$ cat src/rtl/multi_region_tracker.sv
// multi_region_tracker: per-slice target-color pixel counter with thresholding, frame debounce and strongest-region pick.
// Ports: clk, rst_n (async, active-low); pix_valid/x/y/eh_verde pixel stream in;
// detected (debounced per-region flags), winner_idx/winner_valid/best_count (strongest hit region of last frame),
// frame_done (pulse when outputs update), overrun (pulse when an end of frame aborts a scan in progress).
module multi_region_tracker #(
  parameter int N_REGIONS   = 4,
  parameter int WIDTH       = 640,
  parameter int HEIGHT      = 480,
  parameter int X_W         = 10,
  parameter int CNT_W       = 16,
  parameter int THRESHOLD   = 20,
  parameter int HYST_FRAMES = 2,
  parameter int IDX_W       = $clog2(N_REGIONS)
) (
  input  logic                 clk,
  input  logic                 rst_n,
  input  logic                 pix_valid,
  input  logic [X_W-1:0]       x,
  input  logic [X_W-1:0]       y,
  input  logic                 eh_verde,
  output logic [N_REGIONS-1:0] detected,
  output logic [IDX_W-1:0]     winner_idx,
  output logic                 winner_valid,
  output logic [CNT_W-1:0]     best_count,
  output logic                 frame_done,
  output logic                 overrun
);
  localparam int REGION_W = WIDTH / N_REGIONS;
  localparam int ST_W = $clog2(HYST_FRAMES + 1);
  localparam logic [1:0] S_IDLE = 2'd0, S_SCAN = 2'd1, S_PUB = 2'd2;
  logic [N_REGIONS-1:0][CNT_W-1:0] live_q, live_d, snap_q, snap_d;
  logic [N_REGIONS-1:0][ST_W-1:0] streak_q, streak_d, streak_sh_q, streak_sh_d;
  logic [N_REGIONS-1:0] det_q, det_d, det_sh_q, det_sh_d;
  logic [1:0] state_q, state_d;
  logic [IDX_W-1:0] k_q, k_d, best_idx_q, best_idx_d, win_idx_q, win_idx_d;
  logic best_vld_q, best_vld_d, win_vld_q, win_vld_d;
  logic [CNT_W-1:0] best_cnt_q, best_cnt_d, win_cnt_q, win_cnt_d;
  logic frame_done_q, frame_done_d, overrun_q, overrun_d;
  logic [31:0] xi, yi;
  logic in_frame, sof, eof, hit;
  logic [CNT_W-1:0] cur;
  assign xi = 32'(x);
  assign yi = 32'(y);
  assign in_frame = pix_valid && xi < 32'(WIDTH) && yi < 32'(HEIGHT);
  assign sof = in_frame && xi == 32'd0 && yi == 32'd0;
  assign eof = in_frame && xi == 32'(WIDTH - 1) && yi == 32'(HEIGHT - 1);
  assign cur = snap_q[k_q];
  assign hit = 32'(cur) > 32'(THRESHOLD);
  // The EOF pixel is counted before the snapshot is taken, so live_d is reused as the post-pixel count.
  always_comb begin
    live_d = live_q;
    snap_d = snap_q;
    for (int k = 0; k < N_REGIONS; k++) begin
      live_d[k] = sof ? '0 : live_q[k];
      if (in_frame && eh_verde && xi >= 32'(k * REGION_W) && xi < 32'((k + 1) * REGION_W) && live_d[k] != '1)
        live_d[k] = live_d[k] + 1'b1;
      if (eof) begin
        snap_d[k] = live_d[k];
        live_d[k] = '0;
      end
    end
  end
  // Scan results accumulate in shadows; an EOF mid-scan reverts them to the committed flags/streaks.
  always_comb begin
    state_d = state_q;
    k_d = k_q;
    best_idx_d = best_idx_q;
    best_vld_d = best_vld_q;
    best_cnt_d = best_cnt_q;
    win_idx_d = win_idx_q;
    win_vld_d = win_vld_q;
    win_cnt_d = win_cnt_q;
    det_d = det_q;
    streak_d = streak_q;
    det_sh_d = det_sh_q;
    streak_sh_d = streak_sh_q;
    frame_done_d = 1'b0;
    overrun_d = 1'b0;
    if (eof) begin
      state_d = S_SCAN;
      k_d = '0;
      best_idx_d = '0;
      best_vld_d = 1'b0;
      best_cnt_d = '0;
      det_sh_d = det_q;
      streak_sh_d = streak_q;
      overrun_d = state_q != S_IDLE;
    end else if (state_q == S_SCAN) begin
      if (hit && (!best_vld_q || cur > best_cnt_q)) begin
        best_idx_d = k_q;
        best_vld_d = 1'b1;
        best_cnt_d = cur;
      end
      if (hit == det_sh_q[k_q]) begin
        streak_sh_d[k_q] = '0;
      end else if (streak_sh_q[k_q] == ST_W'(HYST_FRAMES - 1)) begin
        streak_sh_d[k_q] = '0;
        det_sh_d[k_q] = ~det_sh_q[k_q];
      end else begin
        streak_sh_d[k_q] = streak_sh_q[k_q] + 1'b1;
      end
      k_d = k_q + 1'b1;
      state_d = (k_q == IDX_W'(N_REGIONS - 1)) ? S_PUB : S_SCAN;
    end else if (state_q == S_PUB) begin
      win_idx_d = best_idx_q;
      win_vld_d = best_vld_q;
      win_cnt_d = best_cnt_q;
      det_d = det_sh_q;
      streak_d = streak_sh_q;
      frame_done_d = 1'b1;
      state_d = S_IDLE;
    end
  end
  always_ff @(posedge clk or negedge rst_n) begin
    if (!rst_n) begin
      live_q <= '0;
      snap_q <= '0;
      streak_q <= '0;
      streak_sh_q <= '0;
      det_q <= '0;
      det_sh_q <= '0;
      state_q <= S_IDLE;
      k_q <= '0;
      best_idx_q <= '0;
      best_vld_q <= 1'b0;
      best_cnt_q <= '0;
      win_idx_q <= '0;
      win_vld_q <= 1'b0;
      win_cnt_q <= '0;
      frame_done_q <= 1'b0;
      overrun_q <= 1'b0;
    end else begin
      live_q <= live_d;
      snap_q <= snap_d;
      streak_q <= streak_d;
      streak_sh_q <= streak_sh_d;
      det_q <= det_d;
      det_sh_q <= det_sh_d;
      state_q <= state_d;
      k_q <= k_d;
      best_idx_q <= best_idx_d;
      best_vld_q <= best_vld_d;
      best_cnt_q <= best_cnt_d;
      win_idx_q <= win_idx_d;
      win_vld_q <= win_vld_d;
      win_cnt_q <= win_cnt_d;
      frame_done_q <= frame_done_d;
      overrun_q <= overrun_d;
    end
  end
  assign detected = det_q;
  assign winner_idx = win_idx_q;
  assign winner_valid = win_vld_q;
  assign best_count = win_cnt_q;
  assign frame_done = frame_done_q;
  assign overrun = overrun_q;
endmodule

$ cat config.mk
export PLATFORM = sky130hd
export DESIGN_NAME = multi_region_tracker
export DESIGN_NICKNAME = d
export VERILOG_FILES = /design/src/rtl/multi_region_tracker.sv
export SDC_FILE = /design/constraint.sdc
export NUM_CORES = 1
export LEC_CHECK = 0
export ABC_CLOCK_PERIOD_IN_PS = 7500
export CAP_MARGIN = 20
export CORE_ASPECT_RATIO = 0.7
export CORE_MARGIN = 8
export CORE_UTILIZATION = 45
export CTS_CLUSTER_DIAMETER = 50
export DETAILED_ROUTE_END_ITERATION = 8
export GPL_TIMING_DRIVEN = 0
export SKIP_LAST_GASP = 1
export SLEW_MARGIN = 10
export SYNTH_ARGS = -nofsm -noshare
export SYNTH_HDL_FRONTEND = slang
export SYNTH_SLANG_ARGS = --single-unit
$ cat constraint.sdc
create_clock -name clk -period 7.5 [get_ports clk]
set_clock_uncertainty 0.05 [all_clocks]
set_input_delay 0.75 -clock clk [delete_from_list [all_inputs] [get_ports clk]]
set_output_delay 0.75 -clock clk [all_outputs]
set_load 0.01 [all_outputs]
Word-level counts from Yosys, hierarchy flattened
Index checks and enable logic that the tools add are counted.
{"block": "totals", "register_bits": 196, "in_bits": 24, "out_inout_bits": 25}
{"block": "op_classes", "add_sub_neg": 6, "n_lt_le_gt_ge": 13, "eq_ne": 12, "muxes": 51, "bitwise_logic": 5, "n_reduce_logical": 33}
{"operator": "two-way mux 16 bit", "n": 16}
{"operator": "adder 16 x 1 -> 16 bit (second input constant)", "n": 4}
{"operator": "zero test 32 bit", "n": 2}
{"operator": "!= test 16 bit (second input constant)", "n": 4}
{"operator": "binary-select mux 16 bit (select 2 bit)", "n": 1}
{"operator": "two-way mux 8 bit", "n": 4}
{"operator": "less-than comparator 10 x 9 -> 1 bit (second input constant)", "n": 3}
{"operator": "two-way mux 2 bit", "n": 11}
{"operator": "logical AND 1 bit", "n": 21}
{"operator": ">= comparator 10 x 9 -> 1 bit (second input constant)", "n": 2}
{"operator": "greater-than comparator 16 bit", "n": 1}
{"operator": "greater-than comparator 16 x 5 -> 1 bit (second input constant)", "n": 1}
{"operator": "two-way mux 4 bit", "n": 4}
{"operator": "equality test 10 bit (second input constant)", "n": 1}
{"operator": "equality test 10 x 9 -> 1 bit (second input constant)", "n": 1}
{"operator": ">= comparator 10 x 1 -> 1 bit (second input constant)", "n": 1}
{"operator": ">= comparator 10 x 8 -> 1 bit (second input constant)", "n": 1}
{"operator": "less-than comparator 10 bit (second input constant)", "n": 1}
{"operator": "less-than comparator 10 x 8 -> 1 bit (second input constant)", "n": 1}
{"operator": "two-way mux 1 bit", "n": 9}
{"operator": "AND 8 bit", "n": 1}
{"operator": "bitwise mux 8 bit", "n": 1}
{"operator": "NOT 8 bit", "n": 1}
{"operator": "nonzero test 2 bit", "n": 4}
{"operator": "18 further kinds", "n": 24}

Logic depth before layout (Yosys ltp)
Gate-level depths: netlist of run 1.
{"block": "depth", "word_depth": 10, "depth_mapped": 14, "depth_no_buf": 11}

Least setup slack after synthesis of run 1
No wires, ideal clock.
{"block": "synth_path", "path_type": "in2reg", "from": "in x[8]", "to": "reg snap_q[1] (netlist name)", "arrival_time_ns": 3.306, "required_ns": 7.317, "slack_ns": 4.011, "path_stages": 14, "path_buffers": 3, "path_cell_list": "clkbuf_1 -> nor2_1 -> nand2_1 -> or2_2 -> clkbuf_1 -> and2_1 -> ha_1 -> and3_1 -> nand2_1 -> or3_1 -> clkbuf_1 -> o21ai_0 -> mux2i_1 -> o21ai_0"}
{"block": "synth_between", "elab_chain_cells": 9}
{"item": "start: declaration", "line_no": "18", "source": "input logic [X_W-1:0] x,"}
{"item": "parallel branches: the longest is 9 deep, another holds adder 16 x 1 -> 16 bit"}
{"item": "end signal: assignment", "line_no": "134", "source": "snap_q <= snap_d;"}
{"item": "end: declaration", "line_no": "31", "source": "logic [N_REGIONS-1:0][CNT_W-1:0] live_q, live_d, snap_q, snap_d;"}
Parallel ways; which one is timed is not known.
A chain may end at the register's enable or synchronous reset.

Worst setup path after layout of run 1
{"block": "layout_path", "from": "in x[2]", "to": "reg snap_q[54] (netlist name)"}
{"block": "layout_between", "elab_chain_cells": 9}
{"item": "parallel branches: the longest is 9 deep, another holds adder 16 x 1 -> 16 bit"}
Parallel ways; which one is timed is not known.

==> metrics.yaml, run 1 <==
place_inst: 1315
root_buffer: "clkbuf_16"
cp.depth: 12
cts_tree: "done"
intPower_mw: 2.03
start_kind: "primary input"
rsz0062_at_grt: "no"
grt_pass1_wl_um: 44600
muxShareOfSynthArea_pct: 8.66
critPathTopFamily: "simple AND/OR/NAND/NOR gates"
peakVddDrop_uv: 162
drv_cap: 0
worstRegToRegCells: 10
htreeDepth: 4
clk_pin_slew_ps: 80
crit_required_ps: 7760
synth_xor_area_share_pct: 5.05
numCtsBuffers: 17
p_sw_share_pct: 28.4
worstPathMaxFanout: 10
grt_pass1_vias: 7515
p_total_mw: 2.83
cts_hold_buf: 0
max_clock_freq_ghz: 0.215
netlist_area_um2: 10100
tightest_slew_ps: 955
drtAntennaViolNets: 0
synth_enable_flop_cells: 0
finalCriticalPeriod_ps: 4660
synth_top_area_share_pct: 48.8
fin_nets: 1102
r2r_slack_ps: 3580
synth_largest_area_cell: "dfrtp_1"
gp_congestion: 0.878
cp_slowest_stage_delay_ps: 660
cts_setup_buffers: 0
area_delta_synth_final_pct: 14.7
place_ws_ps: 2480
synthSimpleGateAreaFrac_pct: 19.1
routed_wl_um: 27900
timing.rr.start: "k_q[0]"
die_h_um: 141
synthCells: 983
synth.area.top_cells: "dfrtp_1 (49%), nand2_1 (4.0%), nor2_1 (3.7%)"
cts_max_path_buffers: 2
p_clk_share_pct: 33.6
antenna_found_initial: 0
power.share.combinational_pct: 21.3
core_region_area_um2: 21800
fp-row-count: 45
n_antenna_cell: 0
seq_power_share_pct: 45.2
synthFlopType: "dfrtp_1"
syn_nets: 1032
layout.cells.non_filler: 1347
min_period_over_period_pct: 62.2
final_layout_size_suffix_gt1_share_pct: 9.58
initialDrtViolationCount: 744
fin_util_pct: 52.9
dr.pass1.iters: 5
p_leak_nw: 4.88
dieArea_um2: 27500
hpwl_um: 21200
outcome: "finished, final reports clean"
yosys_register_bits: 196
avgViaCountPerCell: 5.84
post_drt_wl_per_cell_um: 20.7
crit_path_cell_trace: "clkdlybuf4s50_1, nor4_1, nand4_1, or2_2, clkbuf_1, and2_1, ha_1, and3_1, a311oi_1, nand3_1, xor2_1, o21ai_0"
power.density_nw_per_um2: 245
crit_slowest_cell: "a311oi_1"
r2r_end: "best_cnt_q[6]"
relSlewSlack_pct: 36.0
grt_overflow: 0
switchingPower_uw: 802
hold_viol: 0
async_flop_share_pct: 100
synth.avg_cell_area_um2: 10.2
synth_compound_area_share_pct: 11.8
synth_top_family_by_area: "simple AND/OR/NAND/NOR gates"
crit_type: "in -> reg"
yosys_warnings: 0
track_usage_pct: 20.8
arrival_ps: 4920
crit_buf_inv: 2
drc_errors: 0
cts_sinks: 196
numPortBuffers: 47
cts_resized: 0
synth_fa_ha_area_share_pct: 3.11
ys_seq_area_share_pct: 48.8
vias: 7863
synth.distinct_cells: 63
initial_utilization_pct: 46.1
drv_slew: 0
clk_latency_ps: 450
dieWidth_um: 195
setup_viol: 0
timing.final.ws_setup_ps: 2840
end_kind: "flip-flop"
min_path_type: "in -> async"
pin_count: 49
grt_max_degree: 110
layout by cell type (no fill, tap or decap), drive strengths merged, types with 8 or more instances in the layout:
| cell | netlist | final |
|---|---|---|
| clkdlybuf4s50 | 0 | 46 |
| nor2 | 98 | 98 |
| nand3 | 23 | 23 |
| o211ai | 18 | 18 |
| xnor2 | 21 | 21 |
| and3 | 19 | 19 |
| xor2 | 37 | 37 |
| o31ai | 22 | 22 |
| mux2 | 32 | 32 |
| a21oi | 43 | 43 |
| dfrtp | 196 | 196 |
| buf | 11 | 16 |
| nand4bb | 8 | 8 |
| ha | 25 | 25 |
| clkbuf | 42 | 62 |
| and2 | 13 | 13 |
| inv | 29 | 32 |
| o21ai | 78 | 78 |
| nor4 | 15 | 15 |
| nand4 | 32 | 32 |
| nor3 | 14 | 14 |
| nand2 | 106 | 106 |
| and4 | 10 | 10 |
| mux4 | 19 | 19 |
through the flow:
step	hold slack, ps	instance area [um2]	setup TNS (ps)
2_1_floorplan	392	10100	0
3_3_place_gp	407	10900	-541780
3_5_place_dp	415	10900	0
4_1_cts	275	11500	0
5_1_grt	307	11500	0
6_report	244	11500	0
layout make-up:
class	count	area, um2
Tap cell	282	353
Clock buffer	20	447
Inverter	29	109
Fill cell	1951	10300
Multi-Input combinational cell	705	4800
Sequential cell	196	4900
Buffer	53	243
Clock inverter	11	151
Timing Repair Buffer	51	520
routing by layer:
layer / vias up / global-route usage (%) / wire length, um
met1: 3931 / 33.2 / 14800
met2: 219 / 27.7 / 10900
met5: - / 0 / 0
met4: 0 / 4.25 / 239
met3: 23 / 4.87 / 1970
li1: 3690 / - / -
Yosys cell counts (all sizes together), types with 11 or more instances:
cell,number
nand2,106
and3,19
o211ai,18
o31ai,22
nor4,15
nor2,98
dfrtp,196
inv,29
xor2,37
clkbuf,42
a21oi,43
xnor2,21
and2,13
nand3,23
ha,25
o21ai,78
mux2,32
buf,11
mux4,19
nor3,14
nand4,32
worst max-delay path by stage:
stage | from | to
3_5_place_dp | x[2] | snap_q[54]
3_3_place_gp | rst_n | best_count[6]
5_1_grt | x[2] | snap_q[54]
4_1_cts | x[2] | snap_q[54]
6_report | x[2] | snap_q[54]
2_1_floorplan | x[8] | snap_q[1]
power by group through the flow:
| stage | combinational [mW] | clock, mW | sequential [mW] |
|---|---|---|---|
| CTS | 0.608 | 0.967 | 1.28 |
| finish | 0.602 | 0.949 | 1.28 |
| detailed placement | 0.605 | 0 | 1.30 |
| global placement | 0.591 | 0 | 1.30 |
| global route | 0.663 | 1.00 | 1.30 |
| floorplan | 0.356 | 0 | 1.29 |
cell families after synthesis:
group | count (synthesis)
buffers and inverters | 82
muxes | 57
and+or+nand+nor | 372
AOI/OAI and AO/OA | 193
adders and majority gates | 25
DFF | 196
xor gates and xnor gates | 58
state kept, by name (all words and copies together), names as in the netlist, 4 cells and up:
| name | count |
|---|---|
| snap_q | 64 |
| streak_q | 8 |
| best_count | 16 |
| best_cnt_q | 16 |
| streak_sh_q | 8 |
| detected | 4 |
| det_sh_q | 4 |
| live_q | 64 |
No activity file was read; power rests on OpenSTA's default activity.
==> inputs of run 2 (changes only) <==
- ABC_CLOCK_PERIOD_IN_PS: 7500 -> 3900
- clock period: 7.5 -> 3.9 ns (I/O delays scaled with it)
==> run 2 against run 1 <==
Net effect: clock-buffer cell count unchanged; die area stayed put; register-to-register slack lost 3300 ps; routed wire length about the same; non-clock buffer count rose by 1; critical path type is now reg -> reg.
==> metrics.yaml, run 2 (same netlist as run 1, synthesis figures left out) <==
initial_utilization_pct: 46.1  # unchanged
critPathTopFamily: "compound AO/OA/AOI/OAI gates"
timing.final.ws_setup_ps: 283  # -2560 ps
hold_viol: 0  # unchanged
dr.pass1.iters: 5  # unchanged
setup_viol: 0  # unchanged
clk_latency_ps: 450  # about the same
crit_buf_inv: 3  # +1
finalCriticalPeriod_ps: 3620
rsz0062_at_grt: "no"
final_layout_size_suffix_gt1_share_pct: 10.3  # +0.74 points
initialDrtViolationCount: 766  # +3.0%
track_usage_pct: 20.9  # +0.036 points
drv_slew: 0  # unchanged
seq_power_share_pct: 45.2  # about the same
worstRegToRegCells: 11  # +1
gp_congestion: 0.878  # unchanged
numCtsBuffers: 17  # unchanged
p_sw_share_pct: 28.3  # -0.063 points
min_period_over_period_pct: 92.7
hpwl_um: 21200  # unchanged
min_path_type: "reg -> reg"
tightest_slew_ps: 937  # -18.1 ps
cts_tree: "done"
drc_errors: 0  # unchanged
grt_max_degree: 110  # unchanged
die_h_um: 141  # unchanged
grt_pass1_vias: 7525  # +0.13%
dieArea_um2: 27500  # unchanged
power.density_nw_per_um2: 470  # +92%
hold_depth: 2
crit_type: "reg -> reg"
area_delta_synth_final_pct: 15.0
fin_nets: 1103  # +0.091%
switchingPower_mw: 1.54  # +92%
pin_count: 49  # unchanged
cts_max_path_buffers: 2  # unchanged
drv_cap: 0  # unchanged
grt_pass1_wl_um: 44600  # +0.13%
post_drt_wl_per_cell_um: 20.7  # about the same
power.share.combinational_pct: 21.3  # about the same
vias: 7840  # -0.29%
clk_pin_slew_ps: 70  # about the same
max_clock_freq_ghz: 0.276
crit_path_cell_trace: "buf_6, mux4_2, ha_1, nand4_1, nor3_1, o21ai_0, o21a_1, clkbuf_1, clkbuf_2, o31ai_1, a21oi_1"
end_kind: "flip-flop"
reg_top3: "live_q: 64 flops, snap_q: 64 flops"
arrival_ps: 3860  # -1060 ps
n_antenna_cell: 0  # unchanged
final_common_cell: "dfrtp_1"
p_leak_nw: 4.90  # +0.36%
final_cell_mix: "dfrtp_1 (195), nand2_1 (105), nor2_1 (98), o21ai_0 (71), clkdlybuf4s50_1 (46)"
worstPathMaxFanout: 10  # unchanged
root_buffer: "clkbuf_16"
p_clk_share_pct: 33.5  # about the same
outcome: "finished, final reports clean"
avgViaCountPerCell: 5.82  # -0.37%
crit_required_ps: 4140  # -3620 ps
start_kind: "flip-flop"
core_region_area_um2: 21800  # unchanged
crit_slowest_cell: "mux4_2"
cp_slowest_stage_delay_ps: 600  # -60 ps
fin_util_pct: 53.1  # +0.16 points
numPortBuffers: 47  # unchanged
antenna_found_initial: 0  # unchanged
drtAntennaViolNets: 0  # unchanged
cp.depth: 11  # -1
htreeDepth: 4  # unchanged
grt_overflow: 0  # unchanged
dieWidth_um: 195  # unchanged
routed_wl_um: 27900  # about the same
peakVddDrop_uv: 313  # +93%
place_ws_ps: -756  # -3240 ps
fillers: 1955  # +0.21%
relSlewSlack_pct: 37.2  # +1.2 points
fp-row-count: 45  # unchanged
cts_sinks: 196  # unchanged
intPower_mw: 3.90  # +92%
-- run 2: changes by cell type in the layout (fill, tap and decap cells not counted), sizes merged --
cell / previous run / this run
buf: 16 / 18
clkbuf: 62 / 60
dlygate4sd3: 0 / 1
-- run 2: final cells by class --
cell class	count	area (um2)	area share, %
well taps	282	353	3.05
repair buffers	54	546	4.72
clock inverters	11	151	1.31
multi-input cells	705	4820	41.6
plain buffers	51	238	2.06
flip-flops and latches	196	4910	42.4
inverters	29	109	0.941
clock buffers	20	447	3.86
-- run 2: tightest hold or removal path, cell delays in order, from the launching register on --
cell and delay [ps]:
dfrtp_1 340, nand2_1 50, o21ai_0 60
-- run 2: metrics by stage --
stage / TNS (ps) / cells / hold WS [ps] / area [um2] / power (mW)
floorplan: 0 / 983 / 44.4 / 10100 / 3.17
global placement: -1226120 / 1312 / 407 / 10900 / 3.63
detailed placement: -53720 / 1315 / 401 / 10900 / 3.66
CTS: 0 / 1348 / 431 / 11600 / 5.49
global route: 0 / 1348 / 449 / 11600 / 5.70
finish: 0 / 1348 / 426 / 11600 / 5.44
-- run 2: power groups by stage --
stage | Sequential [mW] | Clock, mW | Combinational, mW
2_1_floorplan | 2.48 | 0 | 0.686
3_3_place_gp | 2.49 | 0 | 1.14
3_5_place_dp | 2.50 | 0 | 1.16
4_1_cts | 2.46 | 1.86 | 1.17
5_1_grt | 2.49 | 1.93 | 1.28
6_report | 2.46 | 1.82 | 1.16
-- run 2: timing repair --
action                     CTS  global route
gates resized for setup      1             7
pin swaps                    1             0
hold endpoints to repair    87             0
hold buffers                 1             0
setup buffers                2             0
setup endpoints to repair   63            23
cloned                       0             0
-- run 2: final timing paths --
kind	start	to	slack (ps)
max	k_q[0]	best_cnt_q[11]	280
min	snap_q[63]	snap_q[63]	430
max reg2reg	k_q[0]	best_cnt_q[11]	280
min reg2reg	snap_q[63]	snap_q[63]	430
max in group asynchronous	rst_n	k_q[0]	2310
min in group asynchronous	rst_n	live_q[34]	470
-- run 2: metal layers --
metal | vias to the layer above | GRT usage (%) | part of all wire (%)
li1 | 3696 | - | -
met1 | 3897 | 33.1 | 54
met2 | 225 | 27.7 | 39
met3 | 22 | 5.16 | 6.6
met4 | 0 | 4.25 | 0.80
met5 | - | 0 | 0
